File: src/rtl/fb_divider_prog_if.sv
// rtl/fb_divider_prog_if.sv - control and status bundle of the programmable feedback divider
interface fb_divider_prog_if #(
  parameter int CNT_W  = 8,
  parameter int PCNT_W = 16
) ();
  logic              en;
  logic [CNT_W-1:0]  div_n;
  logic              div_load;
  logic              clk_fb;
  logic              fb_edge;
  logic              upd_done;
  logic              upd_pend;
  logic [CNT_W-1:0]  n_active;
  logic [PCNT_W-1:0] fb_periods;

  modport master (
    output en, div_n, div_load,
    input  clk_fb, fb_edge, upd_done, upd_pend, n_active, fb_periods
  );

  modport slave (
    input  en, div_n, div_load,
    output clk_fb, fb_edge, upd_done, upd_pend, n_active, fb_periods
  );
endinterface

File: src/rtl/fb_divider_prog.sv
// rtl/fb_divider_prog.sv - programmable PLL feedback divider with boundary-aligned ratio updates
module fb_divider_prog #(
  parameter int CNT_W     = 8,
  parameter int DEFAULT_N = 4,
  parameter int PCNT_W    = 16
) (
  input  logic                clk,
  input  logic                rst_n,
  fb_divider_prog_if.slave    bus
);
  localparam logic [CNT_W-1:0] DEF_N = CNT_W'(DEFAULT_N);
  localparam logic [CNT_W-1:0] ONE   = CNT_W'(1);
  localparam logic [CNT_W-1:0] TWO   = CNT_W'(2);

  logic [CNT_W-1:0]  cnt_q, cnt_d;
  logic [CNT_W-1:0]  n_active_q, n_active_d;
  logic [CNT_W-1:0]  pend_n_q, pend_n_d;
  logic              upd_pend_q, upd_pend_d;
  logic              clk_fb_q, clk_fb_d;
  logic              fb_edge_q, fb_edge_d;
  logic              upd_done_q, upd_done_d;
  logic [PCNT_W-1:0] fb_periods_q, fb_periods_d;

  // One extra bit so ceil(N/2) and cnt+1 do not overflow at N = 2**CNT_W-1
  logic [CNT_W:0]    half;
  logic [CNT_W:0]    cnt_inc;
  logic              wrap;
  logic [CNT_W-1:0]  load_n;

  always_comb begin
    half    = ({1'b0, n_active_q} + (CNT_W+1)'(1)) >> 1;
    cnt_inc = {1'b0, cnt_q} + (CNT_W+1)'(1);
    wrap    = (cnt_q == n_active_q - ONE);
    load_n  = (bus.div_n < TWO) ? TWO : bus.div_n;

    cnt_d        = cnt_q;
    n_active_d   = n_active_q;
    pend_n_d     = pend_n_q;
    upd_pend_d   = upd_pend_q;
    clk_fb_d     = clk_fb_q;
    fb_edge_d    = 1'b0;
    upd_done_d   = 1'b0;
    fb_periods_d = fb_periods_q;

    if (bus.en) begin
      if (wrap) begin
        cnt_d     = '0;
        clk_fb_d  = 1'b1;
        fb_edge_d = 1'b1;
        if (fb_periods_q != '1) begin
          fb_periods_d = fb_periods_q + PCNT_W'(1);
        end
        if (upd_pend_q) begin
          n_active_d = pend_n_q;
          upd_pend_d = 1'b0;
          upd_done_d = 1'b1;
        end
      end else begin
        cnt_d    = cnt_inc[CNT_W-1:0];
        clk_fb_d = (cnt_inc < half);
      end
    end else begin
      // Parking at n-1 makes the first enabled edge a wrap, i.e. a clean rise
      clk_fb_d = 1'b0;
      if (upd_pend_q) begin
        n_active_d = pend_n_q;
        cnt_d      = pend_n_q - ONE;
        upd_pend_d = 1'b0;
        upd_done_d = 1'b1;
      end else begin
        cnt_d = n_active_q - ONE;
      end
    end

    // Applied after the boundary logic so a load on a wrap edge stays pending
    if (bus.div_load) begin
      pend_n_d   = load_n;
      upd_pend_d = 1'b1;
    end
  end

  always_ff @(posedge clk) begin
    if (!rst_n) begin
      cnt_q        <= DEF_N - ONE;
      n_active_q   <= DEF_N;
      pend_n_q     <= DEF_N;
      upd_pend_q   <= 1'b0;
      clk_fb_q     <= 1'b0;
      fb_edge_q    <= 1'b0;
      upd_done_q   <= 1'b0;
      fb_periods_q <= '0;
    end else begin
      cnt_q        <= cnt_d;
      n_active_q   <= n_active_d;
      pend_n_q     <= pend_n_d;
      upd_pend_q   <= upd_pend_d;
      clk_fb_q     <= clk_fb_d;
      fb_edge_q    <= fb_edge_d;
      upd_done_q   <= upd_done_d;
      fb_periods_q <= fb_periods_d;
    end
  end

  assign bus.clk_fb     = clk_fb_q;
  assign bus.fb_edge    = fb_edge_q;
  assign bus.upd_done   = upd_done_q;
  assign bus.upd_pend   = upd_pend_q;
  assign bus.n_active   = n_active_q;
  assign bus.fb_periods = fb_periods_q;
endmodule

File: src/flat_wrapper.sv
// flat-port wrapper written by rule: the top's interface ports become plain ports
module fb_divider_prog_flat 
#(
  parameter int CNT_W     = 8,
  parameter int DEFAULT_N = 4,
  parameter int PCNT_W    = 16
)
  (clk, rst_n, bus_en, bus_div_n, bus_div_load, bus_clk_fb, bus_fb_edge, bus_upd_done, bus_upd_pend, bus_n_active, bus_fb_periods);
  fb_divider_prog_if #(.CNT_W(CNT_W), .PCNT_W(PCNT_W)) bus_i ();
  input  logic clk;
  input  logic rst_n;
  input wire logic [$bits(bus_i.en)-1:0] bus_en;
  input wire logic [$bits(bus_i.div_n)-1:0] bus_div_n;
  input wire logic [$bits(bus_i.div_load)-1:0] bus_div_load;
  output wire logic [$bits(bus_i.clk_fb)-1:0] bus_clk_fb;
  output wire logic [$bits(bus_i.fb_edge)-1:0] bus_fb_edge;
  output wire logic [$bits(bus_i.upd_done)-1:0] bus_upd_done;
  output wire logic [$bits(bus_i.upd_pend)-1:0] bus_upd_pend;
  output wire logic [$bits(bus_i.n_active)-1:0] bus_n_active;
  output wire logic [$bits(bus_i.fb_periods)-1:0] bus_fb_periods;
  assign bus_i.en = bus_en;
  assign bus_i.div_n = bus_div_n;
  assign bus_i.div_load = bus_div_load;
  assign bus_clk_fb = bus_i.clk_fb;
  assign bus_fb_edge = bus_i.fb_edge;
  assign bus_upd_done = bus_i.upd_done;
  assign bus_upd_pend = bus_i.upd_pend;
  assign bus_n_active = bus_i.n_active;
  assign bus_fb_periods = bus_i.fb_periods;
  fb_divider_prog #(.CNT_W(CNT_W), .DEFAULT_N(DEFAULT_N), .PCNT_W(PCNT_W)) u_core (.clk(clk), .rst_n(rst_n), .bus(bus_i));
endmodule
File: config.mk
export PLATFORM = sky130hd
export DESIGN_NAME = fb_divider_prog_flat
export DESIGN_NICKNAME = d
export VERILOG_FILES = /design/src/rtl/fb_divider_prog_if.sv /design/src/rtl/fb_divider_prog.sv /design/src/flat_wrapper.sv
export SDC_FILE = /design/constraint.sdc
export NUM_CORES = 1
export LEC_CHECK = 0
export CAP_MARGIN = 10
export CORE_AREA = 2 2 105 97
export DETAILED_ROUTE_END_ITERATION = 7
export DIE_AREA = 0 0 107 99
export SYNTH_ARGS = -nofsm -noshare
export SYNTH_HDL_FRONTEND = slang
export SYNTH_SLANG_ARGS = --single-unit
File: constraint.sdc
create_clock -name clk -period 7.36 [get_ports clk]
set_input_delay 2.208 -clock clk [delete_from_list [all_inputs] [get_ports clk]]
set_output_delay 2.208 -clock clk [all_outputs]
set_load 0.1 [all_outputs]
## After elaboration in Yosys (flattened, before gate mapping)

Cells that the tools add are included.

| word-level totals | value |
|---|---|
| input bits | 12 |
| memory bits (writable) | 0 |
| memory bits (read-only) | 0 |
| logic and storage cells | 36 |
| latch bits | 0 |
| register bits | 44 |
| memories kept | 0 |
| output and inout port bits | 28 |

| cells by class | value |
|---|---|
| bitwise gates (word level) | 0 |
| multipliers | 0 |
| div/mod/pow operators | 0 |
| multiplexer cells | 15 |
| reductions and logical operators | 2 |
| equality and inequality tests | 4 |
| shift operators | 0 |
| magnitude comparators | 2 |
| $add $sub $neg | 5 |

Operators by type and width:

| kind | number |
|---|---|
| 2-to-1 mux 8 bit | 7 |
| adder 8 x 1 -> 9 bit (second input constant) | 2 |
| adder 16 x 1 -> 16 bit (second input constant) | 1 |
| != test 16 bit (second input constant) | 1 |
| subtractor 8 x 1 -> 8 bit (second input constant) | 2 |
| less-than comparator 9 x 8 -> 1 bit | 1 |
| == test 8 bit | 1 |
| less-than comparator 8 x 2 -> 1 bit (second input constant) | 1 |
| 2-to-1 mux 1 bit | 8 |
| != test 3 x 1 -> 1 bit (second input constant) | 1 |
| AND reduction 3 bit | 1 |
| != test 2 x 1 -> 1 bit (second input constant) | 1 |
| AND reduction 2 bit | 1 |

## Longest topological paths before layout

Gate-level depths: netlist of run 1.

| logic depth | value |
|---|---|
| depth in word-level cells | 5 |
| depth in mapped cells | 11 |

## Least setup slack after synthesis of run 1

OpenSTA, ideal clock, no wires.

| timing path | value |
|---|---|
| path kind | input port to flip-flop |
| from | in bus_div_n[4] |
| to | reg u_core.pend_n_q[0] |
| setup time | 0.115 ns |
| stages on the path | 4 |
| arrival time | 3.269 ns |
| required time | 7.245 ns |
| slack | 3.976 ns |
| cells stage by stage | or4_1 > o41ai_1 > o22ai_1 > and2_1 |

| between the ends | value |
|---|---|
| cells in the longest elaborated chain, start to end | 2 |

RTL lines:

| what | line | text |
|---|---|---|
| start: declaration | flat_wrapper.sv:13 | `input wire logic [$bits(bus_i.div_n)-1:0] bus_div_n;` |
| less-than comparator 8 x 2 -> 1 bit | fb_divider_prog.sv:34 | `load_n = (bus.div_n < TWO) ? TWO : bus.div_n;` |
| 2-to-1 mux 8 bit | fb_divider_prog.sv:34 |  |
| end signal: assignment | fb_divider_prog.sv:95 | `pend_n_q <= pend_n_d;` |
| end: declaration | fb_divider_prog.sv:17 | `logic [CNT_W-1:0] pend_n_q, pend_n_d;` |

No other way between the ends.
A chain may end at the register's enable or synchronous reset.

## Final worst setup path of run 1

| timing path | value |
|---|---|
| from | reg u_core.upd_pend_q, in the netlist u_core.bus.upd_pend |
| to | out bus_upd_pend |

RTL lines:

| what | line | text |
|---|---|---|
| start: declaration | fb_divider_prog.sv:18 | `logic upd_pend_q, upd_pend_d;` |
| start signal: assignment | fb_divider_prog.sv:96 | `upd_pend_q <= upd_pend_d;` |
| end: declaration | flat_wrapper.sv:18 | `output wire logic [$bits(bus_i.upd_pend)-1:0] bus_upd_pend;` |

No word-level cell between the ends.

==> results of run 1 <==
## power groups by stage
stage | clock [mW] | combinational [mW] | sequential (mW)
floorplan | 0 | 0.0959 | 0.300
global placement | 0 | 0.150 | 0.272
detailed placement | 0 | 0.152 | 0.272
CTS | 0.148 | 0.153 | 0.267
global route | 0.160 | 0.166 | 0.269
finish | 0.146 | 0.152 | 0.267
## metal layers
layer  vias up  GRT usage, %  part of all wire (%)
met5         -             0                     0
met4         0         3.097                   1.1
met3         7         2.249                   3.8
met1      1060         17.08                    50
met2        38         19.21                    45
li1       1166             -                     -
## flip-flops by register name, summed over array words and instances, names as in the netlist
name,cells
u_core.bus.fb_periods,16
u_core.bus.n_active,8
u_core.pend_n_q,8
u_core.bus.upd_done,1
u_core.cnt_q,8
u_core.bus.clk_fb,1
u_core.bus.upd_pend,1
u_core.bus.fb_edge,1
## path summary, 6_finish.rpt
| check | slack (ns) | endpoint | start | cells after the start |
|---|---|---|---|---|
| min reg2reg | 0.48 | u_core.bus.fb_periods[15] | u_core.bus.fb_periods[15] | 2 |
| min | 0.48 | u_core.bus.fb_periods[15] | u_core.bus.fb_periods[15] | 2 |
| max reg2reg | 4.06 | u_core.bus.n_active[1] | u_core.bus.n_active[0] | 8 |
| max | 2.95 | bus_upd_pend | u_core.bus.upd_pend | 1 |
## cell usage after synthesis (all sizes together)
master   n
a211o    1
o21a     2
and2     4
clkbuf  10
xnor2   13
o41ai    2
a41o     1
o211ai   1
nor2    16
mux2i   21
or4b     1
and4     2
nand4    3
or4      8
a21boi   2
nand3b   1
xor2    14
a21oi   15
o31ai    9
o221a    1
nor4b    2
a31oi    1
dfxtp   44
mux2     1
a41oi    1
and3     5
o21ai    7
xnor3    5
o22ai    5
nand2   37
inv      9
nor4     6
nor3     4
o221ai   1
ha      12
nor3b    2
buf     11
nand2b   7
nand3   22
or3      2
## cell type report
cell class                 count  area [sq um]
clock inverter                 1         5.005
fill                         976          6215
timing repair buffer          41         405.4
tap                          126         157.7
multi-input combinational    237          1717
inverter                       9         33.78
sequential                    44         880.8
clock buffer                   6         72.57
## cell usage in the layout (no fill, tap or decap), types with 9 or more instances in the layout
master,Yosys,routed
clkdlybuf4s50_1,0,39
nand3_1,22,22
dfxtp_1,44,44
xnor2_1,13,13
a21oi_1,15,15
ha_1,12,12
nor2_1,16,16
mux2i_1,21,21
nand2_1,37,37
xor2_1,14,14
inv_1,9,9
## per-stage QoR
stage / instances / area [sq um] / hold WS (ns)
2_1_floorplan: 311 / 2763 / 0.4518
3_3_place_gp: 457 / 3194 / 0.4696
3_5_place_dp: 457 / 3194 / 0.4757
4_1_cts: 464 / 3272 / 0.4874
5_1_grt: 464 / 3272 / 0.5072
6_report: 464 / 3272 / 0.4792
## logic make-up (layout without fill, tap and decap cells)
| family | count (synthesis) | in the layout | share of synthesized area [%] |
|---|---|---|---|
| muxes | 22 | 22 | 8.016 |
| DFF | 44 | 44 | 31.88 |
| xor gates and xnor gates | 32 | 32 | 12.64 |
| and+or+nand+nor | 122 | 122 | 24.23 |
| buffers and inverters | 30 | 57 | 5.978 |
| AOI/OAI and AO/OA | 49 | 49 | 11.82 |
| adders and majority gates | 12 | 12 | 5.435 |
## tightest hold or removal path, stage by stage, from the launching register on
cell and delay, ns:
dfxtp_1 0.33, nand2_1 0.05, mux2i_1 0.05
==> impl_results.rst, run 1 <==
.. list-table::
   :header-rows: 1

   * - Metric
     - Value
   * - Slew headroom
     - 33.26%
   * - Pin count of the biggest net entering global routing
     - 41
   * - Hold Buf Count CTS
     - 0
   * - Site Rows
     - 34
   * - CTS-repair resized insts
     - 0
   * - Global-route usage over all layers
     - 12.15%
   * - Post-synth design cell area
     - 2763 sq um
   * - Num Clock Sinks
     - 44
   * - Number of buffers on the longest clock path
     - 2
   * - Clk_lat worst skew
     - 0.30 ns
   * - Count of nets after finishing
     - 362
   * - Kind of end point of the critical path
     - output pin
   * - Internal power
     - 0.3682 mW
   * - Slowest stage cell, crit path
     - clkdlybuf4s50_1
   * - Final number of hold-violating endpoints
     - 0
   * - Required time at the endpoint of the critical path
     - 5.15 ns
   * - Switching portion of total power
     - 34.80%
   * - Core Region
     - 9487 sq um
   * - Area Overhead vs Synth
     - 18.43%
   * - Critical path class
     - register to output pin
   * - Starting Density
     - 29.12%
   * - Post-synthesis register bit count
     - 44
   * - Run status
     - complete, no violations
   * - I/O pins
     - 40
   * - Final critical path time including I/O delays and setup
     - 4.407 ns
   * - Antenna diode count
     - 0
   * - Leakage power
     - 1.125 nW
   * - Synth warnings
     - 0
   * - Final total power
     - 0.5647 mW
   * - Vias after detailed routing
     - 2,271
   * - Number of H-tree levels
     - 2
   * - Wire length per cell after detailed routing
     - 13.82 um
   * - Hold Crit Class
     - register to register
   * - Final cycle utilization of the critical path
     - 59.88%
   * - Maximum vdd ir drop
     - 75.69 uV
   * - Max capacitance violation total
     - 0
   * - 1st-pass router iterations
     - 4
   * - Post-synthesis sequential area ratio
     - 31.88%
   * - Number of buffers created by CTS
     - 5
   * - Final core utilization
     - 34.49%
   * - Grt ovf
     - 0
   * - Floorplan die area
     - 10,590 sq um
   * - Count of distinct cell types in the synthesized netlist
     - 49
   * - Proportion of netlist area held by the largest area contributor
     - 31.88%
   * - Ratio of cells with drive above 1 in the final layout
     - 5.030%
   * - Post-CTS clock slew at the launch and capture registers of the worst setup and hold paths
     - 0.08 ns
   * - Dpl ws
     - 3.202 ns
   * - Setup repair after global routing missed its margin
     - false
   * - Vias per Instance
     - 4.894
   * - Proportion of power drawn by flip-flops and latches
     - 47.2%
   * - TNS Setup
     - 0 ns
   * - Post-Route WL
     - 6412 um
   * - Tightest Pin Transition
     - 0.9979 ns
   * - Final weighted congestion of routability-driven global placement
     - 0.8538
   * - Power Dens Cells
     - 172.6 nW/um^2
   * - Wire length of the first global-routing pass
     - 10,440 um
   * - CP Launch Type
     - register
   * - Clock power frac
     - 25.8%
   * - Final-report setup violation count
     - 0
   * - Post-DP HPWL
     - 4758 um
   * - Final count of pins violating max slew
     - 0
   * - DRC Markers
     - 0
   * - Crit path cell chain
     - clkdlybuf4s50_1
   * - Worst Path Arrival
     - 2.20 ns
   * - Antenna violations before repair
     - 0
   * - Height of the die
     - 99 um
   * - Number of global-route vias before repair
     - 2,034
   * - Crit Path Max Fanout
     - 17
   * - Critical path buffers and inverters
     - 1
   * - Largest area contributor in the synthesized netlist
     - dfxtp_1
   * - Net Switching
     - 0.1965 mW
   * - TritonCTS clock tree
     - done
   * - ANT nets after route
     - 0
   * - Gate count after technology mapping
     - 311
   * - Initial DRC count
     - 82
   * - Count of input and output buffers
     - 39
   * - Worst Setup Slack, final
     - 2.953 ns
   * - Cell family with most CP delay
     - buffers and inverters
   * - Syn nets
     - 335
   * - Mean area per synthesized cell
     - 8.883 sq um
   * - Post-CTS setup-driven buffer insertion count
     - 0
   * - Cell at the root of the clock tree
     - clkbuf_8
   * - Die span in x
     - 107 um
   * - F_max
     - 226.9 MHz
   * - Biggest area contributors in the synthesized netlist
     - dfxtp_1, mux2i_1, ha_1, nand2_1, xor2_1
   * - Combinational fraction of design power
     - 26.9%
   * - Max Clock Skew
     - 0.01186 ns
   * - Worst path max stage delay
     - 1.26 ns
Note: power is estimated with default switching activity, not from simulation.
==> run 2: changes to the inputs <==
clock period = 4 ns   (was 7.36 ns; I/O delays follow)
==> impl_results.rst, run 2 (same netlist as run 1, synthesis figures left out) <==
.. list-table::
   :header-rows: 1

   * - Metric
     - Value
   * - Run status
     - complete, no violations
   * - DRC Markers
     - 0
   * - Number of H-tree levels
     - 2
   * - TNS Setup
     - 0 ns
   * - Starting Density
     - 29.12%
   * - Required time at the endpoint of the critical path
     - 2.80 ns
   * - CTS-repair resized insts
     - 0
   * - Hold Buf Count CTS
     - 0
   * - Max reg flops
     - 16
   * - Antenna violations before repair
     - 0
   * - Cell at the root of the clock tree
     - clkbuf_8
   * - Max capacitance violation total
     - 0
   * - Site Rows
     - 34
   * - Crit Path Max Fanout
     - 6
   * - Leakage power
     - 1.160 nW
   * - Commonest cells after routing, fill and taps aside
     - dfxtp_1, nand2_1, clkdlybuf4s50_1
   * - Slowest stage cell, crit path
     - clkdlybuf4s50_1
   * - Power Dens Cells
     - 328.2 nW/um^2
   * - End of the worst register-to-register path
     - u_core.bus.fb_periods[3]
   * - Crit path cell chain
     - clkdlybuf4s50_1
   * - Vias after detailed routing
     - 2,333
   * - Wire length per cell after detailed routing
     - 13.81 um
   * - Initial DRC count
     - 89
   * - Ratio of cells with drive above 1 in the final layout
     - 9.384%
   * - Num Clock Sinks
     - 44
   * - F_max
     - 323.8 MHz
   * - Slew headroom
     - 34.95%
   * - Area Overhead vs Synth
     - 18.48%
   * - CP Launch Type
     - register
   * - Final cycle utilization of the critical path
     - 77.21%
   * - Flop-to-flop setup slack
     - 1.12 ns
   * - Hold Path Origin
     - u_core.bus.fb_periods[5]
   * - Worst path max stage delay
     - 1.17 ns
   * - ANT nets after route
     - 0
   * - Cell family with most CP delay
     - buffers and inverters
   * - Pin count of the biggest net entering global routing
     - 29
   * - Number of buffers created by CTS
     - 5
   * - Final critical path time including I/O delays and setup
     - 3.088 ns
   * - Final-report setup violation count
     - 0
   * - Count of input and output buffers
     - 39
   * - Depth of the worst hold-timing path
     - 2
   * - Die span in x
     - 107 um
   * - TritonCTS clock tree
     - done
   * - Final total power
     - 1.074 mW
   * - Hold Crit Class
     - register to register
   * - Endpoint of the worst hold-timing path
     - u_core.bus.fb_periods[5]
   * - Final count of pins violating max slew
     - 0
   * - Final core utilization
     - 34.50%
   * - Post-Route WL
     - 6451 um
   * - Fillers
     - 974
   * - Post-DP HPWL
     - 4829 um
   * - Setup repair after global routing missed its margin
     - false
   * - Post-CTS clock slew at the launch and capture registers of the worst setup and hold paths
     - 0.10 ns
   * - Critical path buffers and inverters
     - 1
   * - Cell count after placement
     - 459
   * - Number of buffers on the longest clock path
     - 2
   * - Vias per Instance
     - 4.996
   * - Max Clock Skew
     - 0.01693 ns
   * - Leading cell type in the layout, fill and taps excluded
     - dfxtp_1
   * - Antenna diode count
     - 0
   * - Clk_lat worst skew
     - 0.31 ns
   * - Floorplan die area
     - 10,590 sq um
   * - Final design area excluding fillers
     - 3273 sq um
   * - Core Region
     - 9487 sq um
   * - FF-to-FF path depth
     - 9
   * - Post-CTS setup-driven buffer insertion count
     - 0
   * - Maximum vdd ir drop
     - 143.9 uV
   * - Worst Path Arrival
     - 1.89 ns
   * - Tightest Pin Transition
     - 0.9727 ns
   * - Final weighted congestion of routability-driven global placement
     - 0.8634
   * - I/O pins
     - 40
   * - Final number of hold-violating endpoints
     - 0
   * - 1st-pass router iterations
     - 4
   * - Number of global-route vias before repair
     - 2,194
   * - Count of nets after finishing
     - 364
   * - Post-detailed-placement cell area
     - 3179 sq um
   * - Global-route usage over all layers
     - 12.46%
   * - Post-layout instance count excluding filler cells
     - 467
   * - Critical path class
     - register to output pin
   * - Wire length of the first global-routing pass
     - 10,700 um
   * - Grt ovf
     - 0
   * - Kind of end point of the critical path
     - output pin
   * - Beginning of the worst register-to-register path
     - u_core.bus.n_active[1]
   * - Height of the die
     - 99 um
==> run 2: cell count changes in the layout (fill, tap and decap cells not counted), sizes merged <==
| cell | change |
|---|---|
| buf | +14 |
| clkbuf | +1 |
| clkdlybuf4s50 | -12 |
| clkinv | -1 |
| clkinvlp | +1 |
==> run 2: power by group <==
| part | total (mW) | internal [mW] | switching, mW |
|---|---|---|---|
| logic | 0.284 | 0.103 | 0.181 |
| registers | 0.490 | 0.459 | 0.0315 |
| clock network | 0.300 | 0.141 | 0.159 |
==> run 2: worst reg2reg max path: stages (launching register included) <==
cell and delay, ns:
dfxtp_1 0.60, inv_1 0.08, ha_1 0.22, nor3b_2 0.18, xnor3_1 0.22, and4_1 0.22
nand4_2 0.31, buf_4 0.33, or4_1 0.51, a21oi_1 0.15
==> run 2: per-stage QoR <==
step,setup WS (ns),hold WS [ns]
final,0.9117,0.4898
after detailed placement,0.8353,0.4753
after global placement,0.8859,0.4673
after CTS,0.9015,0.4894
after floorplan,0.9003,0.4518
after global routing,0.8477,0.5181
==> run 2: layer usage <==
| layer | vias to the layer above | global-route usage, % | routed length, um |
|---|---|---|---|
| li1 | 1179 | - | - |
| met1 | 1102 | 16.39 | 3131 |
| met2 | 40 | 20.58 | 2985 |
| met3 | 12 | 2.447 | 224 |
| met4 | 0 | 3.896 | 110 |
| met5 | - | 0 | 0 |
==> run 2: final cells by class <==
type / count / area (sq um) / share of cell area, %
sequential: 44 / 880.8 / 26.91
tap: 126 / 157.7 / 4.817
inverter: 9 / 33.78 / 1.032
multi-input combinational: 237 / 1717 / 52.45
clock inverter: 1 / 7.507 / 0.2294
clock buffer: 7 / 86.33 / 2.638
timing repair buffer: 43 / 390.4 / 11.93
==> run 2: how the worst max path moves through the flow <==
stage                                    from                        end  slack, ns  depth (start not counted)
finish               u_core.bus.fb_periods[8]          bus_fb_periods[8]       0.91                          1
global route        u_core.bus.fb_periods[10]         bus_fb_periods[10]       0.85                          1
CTS                  u_core.bus.fb_periods[8]          bus_fb_periods[8]       0.90                          1
detailed placement                     bus_en   u_core.bus.fb_periods[9]       0.84                          5
global placement                       bus_en  u_core.bus.fb_periods[11]       0.89                          5
floorplan              u_core.bus.n_active[0]  u_core.bus.fb_periods[11]       0.90                         10
==> run 3: changes to the inputs <==
clock period = 2.9 ns   (was 4 ns; I/O delays follow)
==> impl_results.rst, run 3 (same netlist as run 1, synthesis figures left out) <==
.. list-table::
   :header-rows: 1

   * - Metric
     - Value
   * - Run status
     - complete, no violations
   * - Flop-to-flop setup slack
     - 0.39 ns
   * - DRC Markers
     - 0
   * - Commonest cells after routing, fill and taps aside
     - dfxtp_1, nand2_1, buf_4
   * - I/O pins
     - 40
   * - Ratio of cells with drive above 1 in the final layout
     - 15.20%
   * - Critical path class
     - register to register
   * - Number of H-tree levels
     - 2
   * - ANT nets after route
     - 0
   * - Required time at the endpoint of the critical path
     - 3.12 ns
   * - Fillers
     - 982
   * - Maximum vdd ir drop
     - 188.4 uV
   * - Initial DRC count
     - 100
   * - Height of the die
     - 99 um
   * - Hold Crit Class
     - register to register
   * - Leading cell type in the layout, fill and taps excluded
     - dfxtp_1
   * - Dpl ws
     - 0.3600 ns
   * - Final cycle utilization of the critical path
     - 86.42%
   * - Max Clock Skew
     - 0.01208 ns
   * - Leakage power
     - 1.197 nW
   * - Area Overhead vs Synth
     - 17.26%
   * - Antenna diode count
     - 0
   * - Final weighted congestion of routability-driven global placement
     - 0.8636
   * - Number of global-route vias before repair
     - 2,095
   * - Beginning of the worst register-to-register path
     - u_core.bus.n_active[0]
   * - Number of buffers on the longest clock path
     - 2
   * - Hold Buf Count CTS
     - 0
   * - Clk_lat worst skew
     - 0.30 ns
   * - Critical path buffers and inverters
     - 2
   * - TNS Setup
     - 0 ns
   * - Post-CTS setup-driven buffer insertion count
     - 0
   * - Cell count after placement
     - 460
   * - Max reg flops
     - 16
   * - Vias after detailed routing
     - 2,261
   * - Final core utilization
     - 34.15%
   * - Reg area
     - 883.3 sq um
   * - Num Clock Sinks
     - 44
   * - Multi-input gate area
     - 1717 sq um
   * - F_max
     - 399.0 MHz
   * - Kind of end point of the critical path
     - register
   * - Hold Path Origin
     - u_core.bus.fb_periods[15]
   * - Core Region
     - 9487 sq um
   * - Final critical path time including I/O delays and setup
     - 2.506 ns
   * - Max capacitance violation total
     - 0
   * - Final count of pins violating max slew
     - 0
   * - Slowest stage cell, crit path
     - a21boi_2
   * - Endpoint of the worst hold-timing path
     - u_core.bus.fb_periods[15]
   * - Count of input and output buffers
     - 39
   * - Number of buffers created by CTS
     - 5
   * - Grt ovf
     - 0
   * - Site Rows
     - 34
   * - Crit Path Max Fanout
     - 12
   * - Depth of the worst hold-timing path
     - 2
   * - Final number of hold-violating endpoints
     - 0
   * - End of the worst register-to-register path
     - u_core.bus.n_active[0]
   * - Post-layout instance count excluding filler cells
     - 468
   * - Worst path max stage delay
     - 0.49 ns
   * - Post-CTS clock slew at the launch and capture registers of the worst setup and hold paths
     - 0.09 ns
   * - FF-to-FF path depth
     - 9
   * - Setup repair after global routing missed its margin
     - false
   * - CP Launch Type
     - register
   * - Power Dens Cells
     - 456.0 nW/um^2
   * - Critical Path Start
     - u_core.bus.n_active[0]
   * - Tightest Pin Transition
     - 0.7222 ns
   * - Floorplan die area
     - 10,590 sq um
   * - CTS-repair resized insts
     - 0
   * - Cell family with most CP delay
     - simple AND/OR/NAND/NOR gates
   * - Post-DP HPWL
     - 4899 um
   * - TritonCTS clock tree
     - done
   * - Worst Path Arrival
     - 2.73 ns
   * - Crit path cell chain
     - inv_1 > ha_1 > nor3b_2 > xnor3_1 > and4_1 > nand4_2 > buf_4 > a21boi_2 > mux2i_1
   * - 1st-pass router iterations
     - 4
   * - Final-report setup violation count
     - 0
   * - Post-Route WL
     - 6626 um
   * - Wire length of the first global-routing pass
     - 10,960 um
   * - Die span in x
     - 107 um
   * - Cell at the root of the clock tree
     - clkbuf_8
   * - Count of nets after finishing
     - 365
   * - Antenna violations before repair
     - 0
   * - Vias per Instance
     - 4.831
   * - Pin count of the biggest net entering global routing
     - 40
   * - Global-route usage over all layers
     - 12.92%
   * - Worst Setup Slack, final
     - 0.3939 ns
   * - Worst hold slack across all endpoints
     - 0.4815 ns
   * - Wire length per cell after detailed routing
     - 14.16 um
   * - Starting Density
     - 29.12%
   * - Slew headroom
     - 51.80%
-- run 3: cell types whose count changed in the layout (fill, tap and decap cells not counted), sizes merged --
cell,change
buf,+17
clkdlybuf4s50,-16
inv,+1
clkinv,+1
clkbuf,-2
-- run 3: worst register-to-register path, delay by kind of cell, from the launching register on --
family	cells	cell delay, ns
DFF	1	0.48
buffers and inverters	2	0.27
adders and majority gates	1	0.23
AOI/OAI and AO/OA	1	0.49
and+or+nand+nor	3	0.50
muxes	1	0.24
xor gates and xnor gates	1	0.22
-- run 3: layer usage --
layer	GRT usage (%)	wire length, um	vias to the layer above
met5	0	0	-
met4	3.097	44	0
met3	2.183	212	2
met2	19.94	2913	39
met1	18.76	3456	1051
li1	-	-	1169
-- run 3: how the worst max path moves through the flow --
stage | cells after the start | slack (ns) | endpoint
3_3_place_gp | 5 | 0.39 | u_core.pend_n_q[0]
4_1_cts | 9 | 0.37 | u_core.bus.n_active[3]
5_1_grt | 9 | 0.20 | u_core.bus.n_active[7]
6_report | 9 | 0.39 | u_core.bus.n_active[0]
3_5_place_dp | 5 | 0.36 | u_core.pend_n_q[0]
2_1_floorplan | 10 | 0.14 | u_core.bus.fb_periods[11]
-- run 3: area by class of cell --
type                       count  area share [%]
inverter                       9           1.043
clock buffer                   5           2.124
timing repair buffer          44           11.05
tap                          126           4.867
multi-input combinational    237           52.99
sequential                    44           27.27
clock inverter                 3          0.6566
-- run 3: where the power goes --
group | switching (mW) | internal (mW) | total [mW]
Sequential | 0.0456 | 0.633 | 0.679
Combinational | 0.253 | 0.145 | 0.398
Clock | 0.229 | 0.171 | 0.400
Total | 0.528 | 0.949 | 1.48
-- run 3: stage by stage --
step	instance area (sq um)	total power, mW
3_3_place_gp	3149	1.088
4_1_cts	3239	1.491
6_report	3239	1.477
3_5_place_dp	3149	1.088
5_1_grt	3239	1.558
2_1_floorplan	2765	1.006
